`src/rtl/collatz_pkg.sv`:
```
// rtl/collatz_pkg.sv - shared types and constants for the Collatz record tracker
package collatz_pkg;

    localparam int DEF_BITS      = 32;
    localparam int DEF_STEP_BITS = 16;

    localparam int FLAG_STEPS = 0;
    localparam int FLAG_PEAK  = 1;

    typedef enum logic {
        UNARMED = 1'b0,
        RUN     = 1'b1
    } state_t;

    typedef struct packed {
        logic [DEF_BITS-1:0]      start;
        logic [DEF_STEP_BITS-1:0] steps;
        logic [DEF_BITS-1:0]      peak;
        logic [1:0]               flags;
    } collatz_event_t;

endpackage

```
`src/rtl/collatz_event_fifo.sv`:
```
// rtl/collatz_event_fifo.sv - synchronous event FIFO with push-while-full-and-popping support
module collatz_event_fifo #(
    parameter int width = 8,
    parameter int depth = 4
) (
    input  logic             clk,
    input  logic             reset,
    input  logic             push,
    input  logic [width-1:0] push_data,
    input  logic             pop,
    output logic [width-1:0] pop_data,
    output logic             full,
    output logic             empty
);

    localparam int aw = $clog2(depth);
    localparam logic [aw:0] ptr_one = 1;

    logic [width-1:0] mem [depth];
    logic [aw:0]      wr_ptr;
    logic [aw:0]      rd_ptr;
    logic             do_push;
    logic             do_pop;

    // Extra pointer bit distinguishes full from empty when the addresses match.
    assign empty    = (wr_ptr == rd_ptr);
    assign full     = (wr_ptr[aw] != rd_ptr[aw]) && (wr_ptr[aw-1:0] == rd_ptr[aw-1:0]);
    assign do_pop   = pop && !empty;
    assign do_push  = push && (!full || do_pop);
    assign pop_data = mem[rd_ptr[aw-1:0]];

    always_ff @(posedge clk) begin
        if (reset) begin
            wr_ptr <= '0;
            rd_ptr <= '0;
        end else begin
            if (do_push) wr_ptr <= wr_ptr + ptr_one;
            if (do_pop)  rd_ptr <= rd_ptr + ptr_one;
        end
    end

    always_ff @(posedge clk) begin
        if (do_push) mem[wr_ptr[aw-1:0]] <= push_data;
    end

endmodule

```
`src/rtl/collatz_record_tracker.sv`:
```
// rtl/collatz_record_tracker.sv - Collatz trajectory record tracker with event FIFO; peak tracking under COLLATZ_PEAK_TRACK_EN
module collatz_record_tracker
    import collatz_pkg::*;
#(
    parameter int bits       = DEF_BITS,
    parameter int step_bits  = DEF_STEP_BITS,
    parameter int fifo_depth = 4
) (
    input  logic                 clk,
    input  logic                 reset,
    input  logic                 clken,
    input  logic [bits-1:0]      start,
    input  logic [bits-1:0]      actual,
    output logic [step_bits-1:0] cur_steps,
    output logic [step_bits-1:0] rec_steps,
    output logic [bits-1:0]      rec_steps_start,
    output logic [bits-1:0]      rec_peak,
    output logic [bits-1:0]      rec_peak_start,
    output logic                 ev_valid,
    input  logic                 ev_ready,
    output logic [bits-1:0]      ev_start,
    output logic [step_bits-1:0] ev_steps,
    output logic [bits-1:0]      ev_peak,
    output logic [1:0]           ev_flags,
    output logic                 ev_lost
);

`ifdef COLLATZ_PEAK_TRACK_EN
    localparam int ew = 2 * bits + step_bits + 2;
`else
    localparam int ew = bits + step_bits + 1;
`endif

    state_t          state, state_next;
    logic [bits-1:0] start_q;
    logic            boundary;
    logic            step_brk;
    logic            push;
    logic            pop;
    logic            fifo_full;
    logic            fifo_empty;
    logic [ew-1:0]   push_data;
    logic [ew-1:0]   head;

`ifdef COLLATZ_PEAK_TRACK_EN
    logic [bits-1:0] peak_q;
    logic            peak_brk;
`endif

    always_ff @(posedge clk) begin
        if (reset) state <= UNARMED;
        else       state <= state_next;
    end

    always_comb begin
        state_next = state;
        boundary   = 1'b0;
        step_brk   = 1'b0;
`ifdef COLLATZ_PEAK_TRACK_EN
        peak_brk   = 1'b0;
`endif
        if (clken) begin
            if (state == UNARMED) begin
                state_next = RUN;
            end else if (start != start_q) begin
                boundary = 1'b1;
                step_brk = (cur_steps > rec_steps);
`ifdef COLLATZ_PEAK_TRACK_EN
                peak_brk = (peak_q > rec_peak);
`endif
            end
        end
    end

    always_ff @(posedge clk) begin
        if (reset) begin
            start_q         <= '0;
            cur_steps       <= '0;
            rec_steps       <= '0;
            rec_steps_start <= '0;
        end else if (clken) begin
            if (state == UNARMED || boundary) begin
                start_q   <= start;
                cur_steps <= '0;
            end else if (cur_steps != {step_bits{1'b1}}) begin
                cur_steps <= cur_steps + 1'b1;
            end
            if (step_brk) begin
                rec_steps       <= cur_steps;
                rec_steps_start <= start_q;
            end
        end
    end

`ifdef COLLATZ_PEAK_TRACK_EN
    always_ff @(posedge clk) begin
        if (reset) begin
            peak_q         <= '0;
            rec_peak       <= '0;
            rec_peak_start <= '0;
        end else if (clken) begin
            if (state == UNARMED || boundary) peak_q <= actual;
            else if (actual > peak_q)         peak_q <= actual;
            if (peak_brk) begin
                rec_peak       <= peak_q;
                rec_peak_start <= start_q;
            end
        end
    end

    assign push      = step_brk | peak_brk;
    assign push_data = {start_q, cur_steps, peak_q, peak_brk, step_brk};
    assign ev_start  = head[ew-1 -: bits];
    assign ev_steps  = head[bits+2 +: step_bits];
    assign ev_peak   = head[2 +: bits];
    assign ev_flags  = head[1:0];
`else
    logic unused_actual;
    assign unused_actual  = ^actual;
    assign rec_peak       = '0;
    assign rec_peak_start = '0;
    assign push           = step_brk;
    assign push_data      = {start_q, cur_steps, step_brk};
    assign ev_start       = head[ew-1 -: bits];
    assign ev_steps       = head[1 +: step_bits];
    assign ev_peak        = '0;
    assign ev_flags       = {1'b0, head[FLAG_STEPS]};
`endif

    assign ev_valid = !fifo_empty;
    assign pop      = ev_valid & ev_ready;

    collatz_event_fifo #(
        .width(ew),
        .depth(fifo_depth)
    ) u_fifo (
        .clk      (clk),
        .reset    (reset),
        .push     (push),
        .push_data(push_data),
        .pop      (pop),
        .pop_data (head),
        .full     (fifo_full),
        .empty    (fifo_empty)
    );

    // A push refused by a full FIFO with no simultaneous pop is lost for good.
    always_ff @(posedge clk) begin
        if (reset)                          ev_lost <= 1'b0;
        else if (push && fifo_full && !pop) ev_lost <= 1'b1;
    end

endmodule

```
`config.mk`:
```
export PLATFORM = sky130hd
export DESIGN_NAME = collatz_record_tracker
export DESIGN_NICKNAME = d
export VERILOG_FILES = /design/src/rtl/collatz_pkg.sv /design/src/rtl/collatz_event_fifo.sv /design/src/rtl/collatz_record_tracker.sv
export SDC_FILE = /design/constraint.sdc
export NUM_CORES = 1
export LEC_CHECK = 0
export CAP_MARGIN = 20
export CORE_MARGIN = 10
export CORE_UTILIZATION = 51
export CTS_BUF_LIST = sky130_fd_sc_hd__clkbuf_8 sky130_fd_sc_hd__clkbuf_16
export CTS_CLUSTER_DIAMETER = 100
export DETAILED_ROUTE_END_ITERATION = 6
export GPL_TIMING_DRIVEN = 0
export PLACE_DENSITY_LB_ADDON = 0.08
export SETUP_SLACK_MARGIN = 0.15
export SYNTH_ARGS = -nofsm -noshare
export SYNTH_HDL_FRONTEND = slang
export SYNTH_HIERARCHICAL = 1
export SYNTH_SLANG_ARGS = --single-unit
```
`constraint.sdc`:
```
create_clock -name clk -period 5 [get_ports clk]
set_input_delay 0.5 -clock clk [delete_from_list [all_inputs] [get_ports clk]]
set_output_delay 0.5 -clock clk [all_outputs]
set_load 0.01 [all_outputs]
```
* Word level (Yosys, flattened, before mapping)
Memory sizes are Yosys's and may differ from the RTL's. A register that Yosys moved wholly into a read port is not among the register bits.
Index checks and enable logic that the tools add are counted.
** Cells by class
- Add/subtract/negate cells :: 3
- Magnitude comparators :: 1
- Eq/ne operators :: 5
- Mux-type cells :: 12
- Bitwise gates (word level) :: 2
- Reduce and logical (&&, ||, !) cells :: 14
** Operator list (count)
- two-way mux 16 bit :: 2
- != test 32 bit :: 1
- adder 16 x 1 -> 16 bit (second input constant) :: 1
- > comparator 16 bit :: 1
- != test 16 bit (second input constant) :: 1
- two-way mux 1 bit :: 8
- adder 3 x 1 -> 3 bit (second input constant) :: 2
- AND reduction 2 bit :: 3
- logical AND 1 bit :: 5
- two-way mux 2 bit :: 2
- equality test 3 bit :: 1
- zero test 1 bit :: 3
- equality test 2 bit :: 1
- logical OR 1 bit :: 2
- nonzero test 2 bit :: 1
- AND 1 bit :: 1
- != test 1 bit :: 1
- NOT 1 bit :: 1
** Storage, ports and cells
- Flip-flop bits (word level) :: 104
- Bits in writable memories :: 196
- Input bits :: 68
- Logic and storage cells :: 46
- Memories :: 1
** Memories
- u_fifo.mem :: depth 4, bits a word 49, rd ports 1, clocked after Yosys merged registers in 1, wr ports 1, RTL line collatz_event_fifo.sv:19 : logic [width-1:0] mem [depth];

* Depth between registers and ports, before layout
Gate-level depths: netlist of the first run.
- Depth after elaboration :: 8
- Depth in mapped cells :: 13

* By module
Netlist of the first run, hierarchy kept.
** By module, submodules not included
- collatz_event_fifo :: instances 1, cells an instance 311, area an instance 7644.8 um^2, sequential area each 6045.8 um^2
- collatz_record_tracker :: instances 1, cells an instance 633, area an instance 5671.7 um^2, sequential area each 1961.9 um^2

* Worst setup path before layout of the first run
OpenSTA, ideal clock, no wires.
- Path type :: register to register
- Start :: register cur_steps[14]
- End :: register u_fifo.wr_ptr[2]
- Library setup time :: 0.128 ns
- Arrival time :: 4.385 ns
- Required time :: 4.872 ns
- Setup slack :: 0.487 ns
- Cell stages (with the launch flop) :: 13
- Buffers on the path :: 2
- Clock period less this slack :: 4.513 ns
- Cells stage by stage :: dfxtp_1 -> ha_1 -> nand4_1 -> or4_1 -> a21oi_1 -> or4b_1 -> or4b_1 -> buf_6 -> inv_12 -> buf_12 -> nand2_1 -> a41oi_2 -> mux2_1
** On the way
- Longest elaborated chain between the ends :: 5
** RTL lines
- start: declaration :: RTL line collatz_record_tracker.sv:14 : output logic [step_bits-1:0] cur_steps,
- start signal: assignment :: RTL line collatz_record_tracker.sv:86 : cur_steps <= cur_steps + 1'b1;
- > comparator 16 bit :: RTL line collatz_record_tracker.sv:67 : step_brk = (cur_steps > rec_steps);
- two-way mux 1 bit :: RTL line collatz_record_tracker.sv:65 : end else if (start != start_q) begin
- two-way mux 1 bit :: RTL line collatz_record_tracker.sv:63 : if (state == UNARMED) begin
- two-way mux 1 bit :: RTL line collatz_record_tracker.sv:62 : if (clken) begin
- via push :: RTL line collatz_record_tracker.sv:38 : logic push;
- logical AND 1 bit :: RTL line collatz_event_fifo.sv:29 : assign do_push = push && (!full || do_pop);
- end signal: assignment :: RTL line collatz_event_fifo.sv:37 : if (do_push) wr_ptr <= wr_ptr + ptr_one;
- end: declaration :: RTL line collatz_event_fifo.sv:20 : logic [aw:0] wr_ptr;
The timed path passes the listed nets, and every way through them passes these cells.
A chain may end at the register's enable or synchronous reset.

* Final worst setup path of the first run
- Start :: register cur_steps[14]
- End :: memory u_fifo/mem[2][35] (netlist name) (enable)
** On the way
- Longest elaborated chain between the ends :: 7
** RTL lines
- > comparator 16 bit :: RTL line collatz_record_tracker.sv:67
- two-way mux 1 bit :: RTL line collatz_record_tracker.sv:65
- two-way mux 1 bit :: RTL line collatz_record_tracker.sv:63
- two-way mux 1 bit :: RTL line collatz_record_tracker.sv:62
- via push :: RTL line collatz_record_tracker.sv:38
- logical AND 1 bit :: RTL line collatz_event_fifo.sv:29
- two-way mux 1 bit :: RTL line collatz_event_fifo.sv:43 : if (do_push) mem[wr_ptr[aw-1:0]] <= push_data;
- two-way mux 1 bit (not written as such) :: RTL line collatz_event_fifo.sv:43
- end: declaration :: RTL line collatz_event_fifo.sv:19
The timed path passes the listed nets, and every way through them passes these cells.

==> metrics list, run 1 <==
- The run finished with clean final reports.
* Final setup violating endpoints: 0
- Highest achievable clock rate: 231 MHz
- Summing the sequential cell areas from Yosys gives around three fifths of the chip area.
- The setup check on the worst reg-to-reg path leaves a slack of 670 ps.
- Critical path's slowest cell: and2_4
- Top Family by Delay on Critical Path: simple AND/OR/NAND/NOR gates
* Number of warnings printed during yosys synthesis: 6
- Port Buffers: 150
- After synthesis the cells add up to 0.0133 mm².
* Number of register bits inferred by synthesis: 302
* Total stage count of the critical path: 12
- After detailed placement, the total cell area comes to 0.0157 mm².
* Worst Hold Margin: 474 ps
- The tool flagged a number of max-cap violations equal to 0.
- Adder and majority gate portion of the synthesized area: 2.07%
- Leading cell types in the layout, fill and taps excluded: edfxtp_1 (196), clkdlybuf4s50_1 (150), dfxtp_1 (106)
* Clock insertion delay at the later pin of the skew report: 550 ps
- Critical path data required time: 5170 ps
* Endpoint of the most critical setup path: u_fifo/mem[2][35]
- Setup repair after global routing left no endpoint under its margin.
- Clock transition time at the flip-flop clock pins of the worst setup and hold paths: 60 ps
- Total length of routed wires: approximately 32 mm
- Final core utilization: 64.7%
- Top cells by area, synth: edfxtp_1 (44%), dfxtp_1 (16%), mux4_2 (7.4%)
- The clock passes through at most 3 buffers.
- Final Max Slew Viols: 0
* EDFF count, synth: 196
* Proportion of netlist area held by the largest area contributor: 44.2%
- Setup TNS Final: 0 ps
* Clock Sink Count: 302
- Chip Height: 182 µm
- The min-delay analysis places its worst path in the category reg -> reg.
* Power density over the cells: 323 mW/mm²
- # resized after CTS: 0
- Average via count per standard cell: 5.07
* Number of detailed-route iterations in the first pass: 5
* Number of antenna violations at the first check in global routing: 0
* Critical path startpoint category: register
- The worst setup path is captured at a register.
* Signed area change from the synthesized netlist to the final layout: 25.8%
- The routed layout has 8,026 vias.
* Number of levels the H-tree was split into: 1
- Source of the worst register-to-register timing path: cur_steps[14]
* Area enclosed by the die boundary: 0.0330 mm²
- Routability-driven placement finished with a final weighted congestion of slightly above 0.8.
- Xor and xnor fraction of the mapped netlist area: 3.13%
- DRC violation total after the first TritonRoute iteration: between 400 and 500
* Crit. Startpoint: cur_steps[14]
* Worst flop-to-flop path endpoint: u_fifo/mem[2][35]
* Die Wd: roughly 180 µm
- The number of global-route vias before repair came to between 8,000 and 9,000.
* Data arrival time at the worst-slack endpoint: 4500 ps
- Routed len/inst: 20.3 µm
- Number of nets still failing antenna checks after routing: 0
- For this run, design rule violations remaining after detail routing come to 0.
- The final critical path takes up 86.5% of the cycle.
* Ports placed on the boundary: 280
* Net count of the finished layout: 1,315
- Cell type with the highest aggregate area in the netlist: edfxtp_1
* Estimated wirelength of the detail-placed design: 22.2 mm
- The floorplan has 59 rows.
* Ys flop type: edfxtp_1
- Most prevalent standard cell on the critical path: or4b_1
- Core Region: 0.0259 mm²
* Final Hold Fails: 0
- Of the total synthesized cell area, the portion taken by AND, OR, NAND and NOR gates is 10.6%.
- The initial utilization of the core area, before any placement, comes to approximately half.
- Of all nets on the critical path, the largest fanout is 49.
- Pin count of the biggest net entering global routing: 50
- The finished cells cover 0.0168 mm².
* Cell chosen for the clock root: clkbuf_16
- Max stage delay on crit path: slightly below 800 ps
- The layout has 2,010 filler cells.
* Library cells used by synthesis: 51
- Largest vdd supply drop: 0.241 mV
* Slew at the pin closest to its max-slew limit: 1110 ps
- Mean instance size in the synthesized netlist: 14.1 µm²
- Counting tap cells, the placed design contains a total of between 1,500 and 2,000 instances.
- Total CTS buffers: 31
- For this run the aggregate overflow at the end of global routing stands at 0.
- Post-Syn Instances: about 940
- TritonCTS built the clock tree.
- The first global-routing pass estimated 49.1 mm of wire.
- For this design the static power due to leakage is about 6.1 nW.
* Worst Path Buf+Inv: 4
- In the synthesized netlist, mux cells make up ~13% of the area.
- 0 antenna diodes ended up in the layout.
* Leading cell type in the layout, fill and taps excluded: edfxtp_1
* Share of the synthesized area in compound gates (AO/OA/AOI/OAI): approximately 3.1%
- Global routing used 18.9% of the available tracks.
* Worst R2R Path Depth: 12
- Post-CTS Repair Setup Buffers: 0
* Largest family of logic cells by synthesized area: multiplexers
* Share of layout cells above drive strength 1: 17.9%
- Count of hold buffers inserted by post-cts repair: 0
* Min cycle time layout: 4330 ps
- In the synthesized netlist the async set-or-reset flop fraction comes to 0%.
- Worst-case headroom to the max-slew limit: 25.2%
- Post-layout instance count excluding filler cells: between 1,500 and 2,000
- Critical path start-end classification: reg -> reg
- Worst clock skew: roughly 12 ps
- Sequence of cells on the critical path: ha_1 > nand4_1 > or4_1 > a21oi_1 > or4b_1 > or4b_1 > buf_6 > inv_12 > buf_12 > inv_1 > a41oi_2 > and2_4
Yosys cell counts, types with 5 or more instances:
library cell / number
edfxtp_1: 196
dfxtp_1: 106
nand2b_1: 101
buf_4: 97
mux2i_1: 51
mux4_2: 44
xnor2_1: 38
o21ai_0: 36
nand3b_1: 33
clkbuf_1: 27
inv_1: 25
nor2_1: 25
ha_1: 22
nand2_1: 15
nand4_1: 15
a21oi_1: 11
nand3_1: 11
and2_1: 9
nor3_1: 8
nor2b_1: 6
buf_2: 5
mux4_1: 5
worst min-delay path by stage:
stage | from | to | slack [ps] | cells past startpoint
after CTS | rec_steps_start[2] | rec_steps_start[2] | 480 | 2
after detailed placement | rec_steps_start[23] | rec_steps_start[23] | 460 | 2
after global placement | rec_steps_start[2] | rec_steps_start[2] | 460 | 2
final | rec_steps_start[2] | rec_steps_start[2] | 470 | 2
after floorplan | ev_lost | ev_lost | 480 | 2
after global routing | rec_steps_start[8] | rec_steps_start[8] | 490 | 2
through the flow:
step | power [mW] | setup slack (ps)
CTS | 5.44 | 592
global placement | 3.04 | -1220
floorplan | 2.94 | 487
finish | 5.41 | 674
detailed placement | 3.05 | 425
global route | 5.58 | 360
report_power, final:
part           switching, mW  internal [mW]  total [mW]
logic                  0.153          0.151       0.305
clock network          0.939           1.47        2.41
registers             0.0320           2.66        2.70
worst register-to-register path, cell delays in order, from the launching register on:
cell and delay (ps):
dfxtp_1 610, ha_1 260, nand4_1 180, or4_1 580, a21oi_1 140, or4b_1 120, or4b_1 440, buf_6 170
inv_12 100, buf_12 170, inv_1 70, a41oi_2 310, and2_4 770
layout make-up:
class	count	area, µm²	area share, %
tap	335	419	2.50
sequential	302	8010	47.8
clock inverter	19	198	1.18
inverter	26	110	0.657
multi-input combinational	572	4590	27.4
timing repair buffer	152	1550	9.24
buffer	140	991	5.91
clock buffer	38	895	5.34
metal layers:
layer | GRT usage (%) | part of all wire [%]
met5 | 0 | 0
met4 | 2.99 | 1.1
met3 | 4.47 | 7.2
met2 | 31.9 | 49
met1 | 24.6 | 42
logic make-up after synthesis:
family | count (synthesis)
DFF | 302
and+or+nand+nor | 236
buffers and inverters | 166
muxes | 105
AOI/OAI and AO/OA | 67
xor gates and xnor gates | 45
adders and majority gates | 22
other | 1
registers in the layout, indices dropped and copies added, names as in the netlist, named ones only:
register         count
u_fifo/rd_ptr        3
rec_steps           16
u_fifo/mem         196
state                1
u_fifo/wr_ptr        3
ev_lost              1
cur_steps           16
rec_steps_start     32
start_q             32
(Power assumes the default switching activity.)
==> inputs of run 2 (changes only) <==
--- a/config.mk
+++ b/config.mk
@@ -7,10 +7,11 @@
 export LEC_CHECK = 0
 export CAP_MARGIN = 20
 export CORE_MARGIN = 10
-export CORE_UTILIZATION = 51
+export CORE_UTILIZATION = 63
 export CTS_BUF_LIST = sky130_fd_sc_hd__clkbuf_8 sky130_fd_sc_hd__clkbuf_16
 export CTS_CLUSTER_DIAMETER = 100
 export DETAILED_ROUTE_END_ITERATION = 6
+export DONT_BUFFER_PORTS = 1
 export GPL_TIMING_DRIVEN = 0
 export PLACE_DENSITY_LB_ADDON = 0.08
 export SETUP_SLACK_MARGIN = 0.15
==> run 2 against run 1 <==
Net effect:
- non-clock buffer count fell by 150
- clock power barely moved
- core utilization rose by 7.9 points
- combinational power fell by 18%
- clock skew rose by 4.4 ps
- sequential share of layout area rose by 5.0 points
- fmax fell by 3.3%
- die area fell by 17%
- flip-flop and latch count did not move
==> metrics list, run 2 (synthesis gave the netlist of run 1 again) <==
- Data arrival time at the worst-slack endpoint: 4650 ps
- Total CTS buffers: 30
- Input and output buffers added on the ports amount to 0.
* Internal power: approximately 4.2 mW
- In this run the worst path has a maximum fanout of 49.
- Status: finished clean
- 280 I/O pins were placed.
- Worst clock skew: about 16 ps
- Of the total power, combinational logic draws roughly 4.7%.
- CTS tree: done
* Net count of the finished layout: approximately 1,200
* Weighted congestion at the end of routability-driven global placement: 0.823
- Across every metal layer, demand over resource in global routing totals 21.6%.
- Via count of the routed design: 7,547
- In this run the tightest slew margin relative to its limit is 30.9%.
- Chip Height: 165 µm
- Pin count of the biggest net entering global routing: 50
* Flop2flop setup slack: 530 ps
- Number of antenna violations at the first check in global routing: 0
- Net switching share of the total power: 21.0%
- Sw Pwr: ~1.1 mW
- In this run the worst hold path is classified as in -> reg.
- The floorplan has 53 rows.
- The share of total power dissipated in the clock network is 44.8%.
* Total length of routed wires: about 30 mm
- On the worst path, the slowest cell contributes a delay of approximately 790 ps.
- For this configuration, the core starts out at a cell density of 63.7%.
- Sequential cells account for 50.5% of the total power.
- The first global-routing pass estimated about 45 mm of wire.
- Layout fillers: 1,416
* Crit. Startpoint: cur_steps[14]
- Bufs on Longest Clock Path: 3
* Power density over the cells: 352 mW/mm²
- The number of setup buffers added after CTS is 0.
- The startpoint identified for the worst register-to-register timing path is cur_steps[14].
- Number of levels the H-tree was split into: 1
* Number of flip-flops under the largest register name: 196
- For the worst flop-to-flop path, the logic depth is 12.
- Leading cell types in the layout, fill and taps excluded: edfxtp_1 (196), dfxtp_1 (106), nand2b_1 (101)
* Worst Path Buf+Inv: 4
- DRC violation total after the first TritonRoute iteration: slightly below 600
* Most prevalent standard cell on the critical path: or4b_1
- Total stage count of the critical path: 12
* Total power: 5.34 mW
- The first detailed-routing pass took 5 iterations.
- Max-cap violations in this run came to 0.
* Top Family by Delay on Critical Path: simple AND/OR/NAND/NOR gates
- Share of the cycle needed by the critical path after routing: 89.4%
- Leading cell type in the layout, fill and taps excluded: edfxtp_1
- The tree built by TritonCTS fans out to just over 300 sinks.
- Setup repair after global routing missed its margin: false
- Slew at the pin closest to its max-slew limit: a little over 1000 ps
* Number of inserted diodes: 0
* Largest vdd supply drop: 0.348 mV
- For this run the aggregate overflow at the end of global routing stands at 0.
* Area enclosed by the die boundary: 0.0274 mm²
- After detailed routing, the average wire length per cell comes to 22.0 µm.
- The analysis attributes to cell leakage a power of 5.52 nW.
- Final setup violating endpoints: 0
* Via count of the first global-routing pass: 7,294
* Critical path's slowest cell: and2_4
- Placed instance count: 1,317
- Average via count per standard cell: 5.50
- Critical path startpoint category: register
- The floorplan step defined a core boundary enclosing 0.0209 mm².
* Post-layout instance count excluding filler cells: 1,373
- Cell chosen for the clock root: clkbuf_16
- Clock-pin slew was measured on the worst setup and hold paths at 60 ps.
- Final Hold Fails: 0
- In the routed design, unresolved DRC markers number 0.
- The later pin in the worst-skew pair is clocked with a latency of 560 ps.
* # resized after CTS: 0
* Signed area change from the synthesized netlist to the final layout: 13.8%
* Endpoint of the most critical setup path: u_fifo/mem[1][42]
* Count of hold buffers inserted by post-cts repair: 0
- The detail route stage leaves a number of antenna-violating nets equal to 0.
* Share of layout cells above drive strength 1: 20.3%
- For the worst setup path, the data required time is approximately 5200 ps.
* Estimated wirelength of the detail-placed design: 21.2 mm
* Min cycle time layout: 4470 ps
- Derived from the worst setup path, the maximum achievable clock frequency is about 220 MHz.
* Die Wd: around 170 µm
* Sequence of cells on the critical path: ha_1 > nand4_1 > or4_1 > a21oi_1 > or4b_1 > or4b_1 > buf_6 > inv_12 > buf_12 > inv_1 > a41oi_2 > and2_4
- Critical path start-end classification: reg -> reg
* Final Max Slew Viols: 0
* Element type at the critical path end: register
* Worst flop-to-flop path endpoint: u_fifo/mem[1][42]
## run 2: cell type report
| type | instances | area, µm² | share of cell area (%) |
|---|---|---|---|
| Buffer | 140 | 991 | 6.54 |
| Clock inverter | 24 | 295 | 1.95 |
| Multi-Input combinational cell | 572 | 4590 | 30.3 |
| Timing Repair Buffer | 2 | 47.5 | 0.314 |
| Sequential cell | 302 | 8010 | 52.8 |
| Tap cell | 275 | 344 | 2.27 |
| Inverter | 26 | 110 | 0.726 |
| Clock buffer | 32 | 778 | 5.13 |
## run 2: worst min-delay path by stage
stage / startpoint / end / slack, ps / cells after the start
detailed placement: rec_steps_start[0] / rec_steps_start[0] / 520 / 2
global route: start[11] / start_q[11] / 70 / 2
CTS: start[11] / start_q[11] / 80 / 2
floorplan: ev_lost / ev_lost / 480 / 2
global placement: rec_steps_start[0] / rec_steps_start[0] / 510 / 2
finish: start[6] / start_q[6] / 90 / 2
## run 2: per-layer routing
| metal | up-vias | GRT usage [%] | wire (µm) |
|---|---|---|---|
| met3 | 33 | 6.92 | 3350 |
| li1 | 3504 | - | - |
| met4 | 0 | 4.87 | 439 |
| met2 | 302 | 34.9 | 14600 |
| met1 | 3708 | 27.9 | 11800 |
| met5 | - | 0 | 0 |
## run 2: power groups by stage
stage	logic, mW	clock network, mW	registers (mW)
after CTS	0.244	2.42	2.70
after detailed placement	0.243	0	2.75
after global placement	0.240	0	2.75
after global routing	0.274	2.53	2.70
final	0.251	2.39	2.70
after floorplan	0.200	0	2.74
## run 2: per-stage QoR
| stage | util, % | hold WS, ps | setup TNS, ps | cell area [µm²] | setup WS, ps |
|---|---|---|---|---|---|
| 2_1_floorplan | - | 476 | 0 | 13700 | 487 |
| 3_3_place_gp | 67.1 | 514 | -173460 | 14000 | -1030 |
| 3_5_place_dp | 67.4 | 516 | 0 | 14100 | 511 |
| 4_1_cts | 72.6 | 75.2 | 0 | 15200 | 501 |
| 5_1_grt | 72.6 | 71.8 | 0 | 15200 | 279 |
| 6_report | 72.6 | 86.6 | 0 | 15200 | 528 |
==> inputs of run 3 (changes only) <==
--- a/config.mk
+++ b/config.mk
@@ -6,7 +6,6 @@
 export NUM_CORES = 1
 export LEC_CHECK = 0
 export CAP_MARGIN = 20
-export CORE_MARGIN = 10
 export CORE_UTILIZATION = 63
 export CTS_BUF_LIST = sky130_fd_sc_hd__clkbuf_8 sky130_fd_sc_hd__clkbuf_16
 export CTS_CLUSTER_DIAMETER = 100
==> run 3 against run 2 <==
Net effect:
- sequential share of layout area about the same
- critical endpoint is now u_fifo/mem[0][4]
- die area decreased by 21%
- sequential power about the same
==> metrics list, run 3 (synthesis gave the netlist of run 1 again) <==
- The setup path with the least slack is of type reg -> reg.
- VDD sags by at most 0.442 mV.
* Area enclosed by the die boundary: 0.0217 mm²
- Layout fillers: 1,350
- Port Buffers: 0
- Routed len/inst: 20.7 µm
- In this run the power density over the cells is 350 mW/mm².
- Final setup violating endpoints: 0
- CTS tree: done
* Status: finished clean
- Bufs on Longest Clock Path: 3
- The number of setup buffers added after CTS is 0.
- The library cell used most frequently in the layout, excluding fill and tap cells, is edfxtp_1.
- Headroom to the max-slew limit came out at a little under 30%.
- Setup repair after global routing left no endpoint under its margin.
- Worst clock skew: 10.7 ps
- Total grt overflow: 0
- Worst slack, placed: a little over 400 ps
- In this run the clock root is driven by a clkbuf_16.
* Number of detailed-route iterations in the first pass: 5
- Initial standard-cell utilization of the core: around two thirds
- Number of nets still failing antenna checks after routing: 0
- # resized after CTS: 0
- Drt drc: 0
- Among the stages of the critical path, the cell type that occurs most often is or4b_1.
- The number of slew-limit violations in the final report was 0.
* Clock transition time at the flip-flop clock pins of the worst setup and hold paths: 60 ps
* Data arrival time at the worst-slack endpoint: 4660 ps
* Post-layout instance count excluding filler cells: 1,369
* Leading cell types in the layout, fill and taps excluded: edfxtp_1 (196), dfxtp_1 (106), nand2b_1 (101)
- Entering global routing, the biggest net connects 50 pins.
- Die Wd: 147 µm
* Maximum net fanout on the critical path: ~50
* Final core utilization: 74.0%
* DRC violation total after the first TritonRoute iteration: 547
* Count of hold buffers inserted by post-cts repair: 0
- Number of flip-flops under the largest register name: 196
- The total count of hold-check failures in the final report came to 0.
- Multi-input gate area: 0.00459 mm²
- Via count of the routed design: 7,599
- During I/O placement, the number of pins put on the boundary was 280.
- Share of layout cells above drive strength 1: 20.4%
- From synthesis to final layout, the design area changed by 13.9%.
- STA puts the critical path data required time at slightly above 5000 ps.
- Number of levels the H-tree was split into: 1
- Critical path's slowest cell: and2_4
- Sequential cell area: between 0.008 and 0.009 mm²
- Core Region: 0.0205 mm²
* PnR worst setup slack: 506 ps
- Placed instance count: 1,313
* Number of standard-cell rows in the floorplan: 52
- Element type at the critical path end: register
- The worst setup path is launched from a register.
- Number of inserted diodes: 0
- In the routed layout, each cell is associated on average with a via count of 5.55.
- Total length of routed wires: 28.3 mm
- The number of antenna violations at the first check in global routing was 0.
- The largest single stage delay on the critical path is 760 ps.
- Min cycle time layout: 4490 ps
- Via count of the first global-routing pass: 7,342
- Of the available clock period, the critical path in the final layout requires about nine tenths.
- The critical path goes through ha_1 > nand4_1 > or4_1 > a21oi_1 > or4b_1 > or4b_1 > buf_6 > inv_12 > buf_12 > inv_1 > a41oi_2 > and2_4.
* Net count of the finished layout: 1,165
- Global-route wire length before repair: between 40 and 50 mm
* Total CTS buffers: 30
- Clock Sink Count: 302
- Slew at the pin closest to its max-slew limit: 1040 ps
* Leak: 5.55 nW
- Clock insertion delay at the later pin of the skew report: around 540 ps
* GRT Total Usage: around a quarter
- The min-delay analysis places its worst path in the category in -> reg.
- Highest achievable clock rate: 223 MHz
* MaxCap Viol Count: 0
* Chip Height: ~150 µm
- The HPWL after detailed placement is a little under 20 mm.
* Weighted congestion at the end of routability-driven global placement: just over 0.8
[run 3: path summary, 6_finish.rpt]
kind	to	cells after the start	from	slack, ps
max	u_fifo/mem[0][4]	12	cur_steps[15]	510
min reg2reg	rec_steps_start[21]	2	rec_steps_start[21]	520
max reg2reg	u_fifo/mem[0][4]	12	cur_steps[15]	510
min	start_q[18]	2	start[18]	110
[run 3: report_power, final]
part	switching, mW	total (mW)	internal (mW)
clock	0.919	2.36	1.44
sequential	0.0334	2.70	2.66
combinational	0.132	0.248	0.116
total	1.08	5.31	4.22
[run 3: layer usage]
| metal | up-vias | wire (µm) | global-route usage [%] |
|---|---|---|---|
| li1 | 3517 | - | - |
| met3 | 42 | 2770 | 6.85 |
| met4 | 0 | 635 | 7.37 |
| met2 | 330 | 13500 | 42.5 |
| met5 | - | 0 | 0 |
| met1 | 3710 | 11400 | 35.8 |
[run 3: layout make-up]
| class | instances | area share [%] |
|---|---|---|
| Clock inverter | 22 | 1.56 |
| Sequential cell | 302 | 52.8 |
| Multi-Input combinational cell | 572 | 30.2 |
| Inverter | 26 | 0.726 |
| Clock buffer | 34 | 5.46 |
| Tap cell | 270 | 2.23 |
| Buffer | 140 | 6.53 |
| Timing Repair Buffer | 3 | 0.495 |
[run 3: stage by stage]
stage	area [µm²]	power (mW)	TNS [ps]	hold slack, ps
final	15200	5.31	0	106
after CTS	15200	5.33	0	80.8
after global routing	15200	5.46	0	96.2
after detailed placement	14100	2.99	0	515
after floorplan	13700	2.94	0	476
after global placement	14000	2.99	-181200	506
[run 3: worst max-delay path, delay by kind of cell (launching register included)]
| kind | cells | cell delay (ps) |
|---|---|---|
| DFF | 1 | 670 |
| buffers and inverters | 4 | 500 |
| adders and majority gates | 1 | 250 |
| AOI/OAI and AO/OA | 2 | 510 |
| and+or+nand+nor | 5 | 2140 |
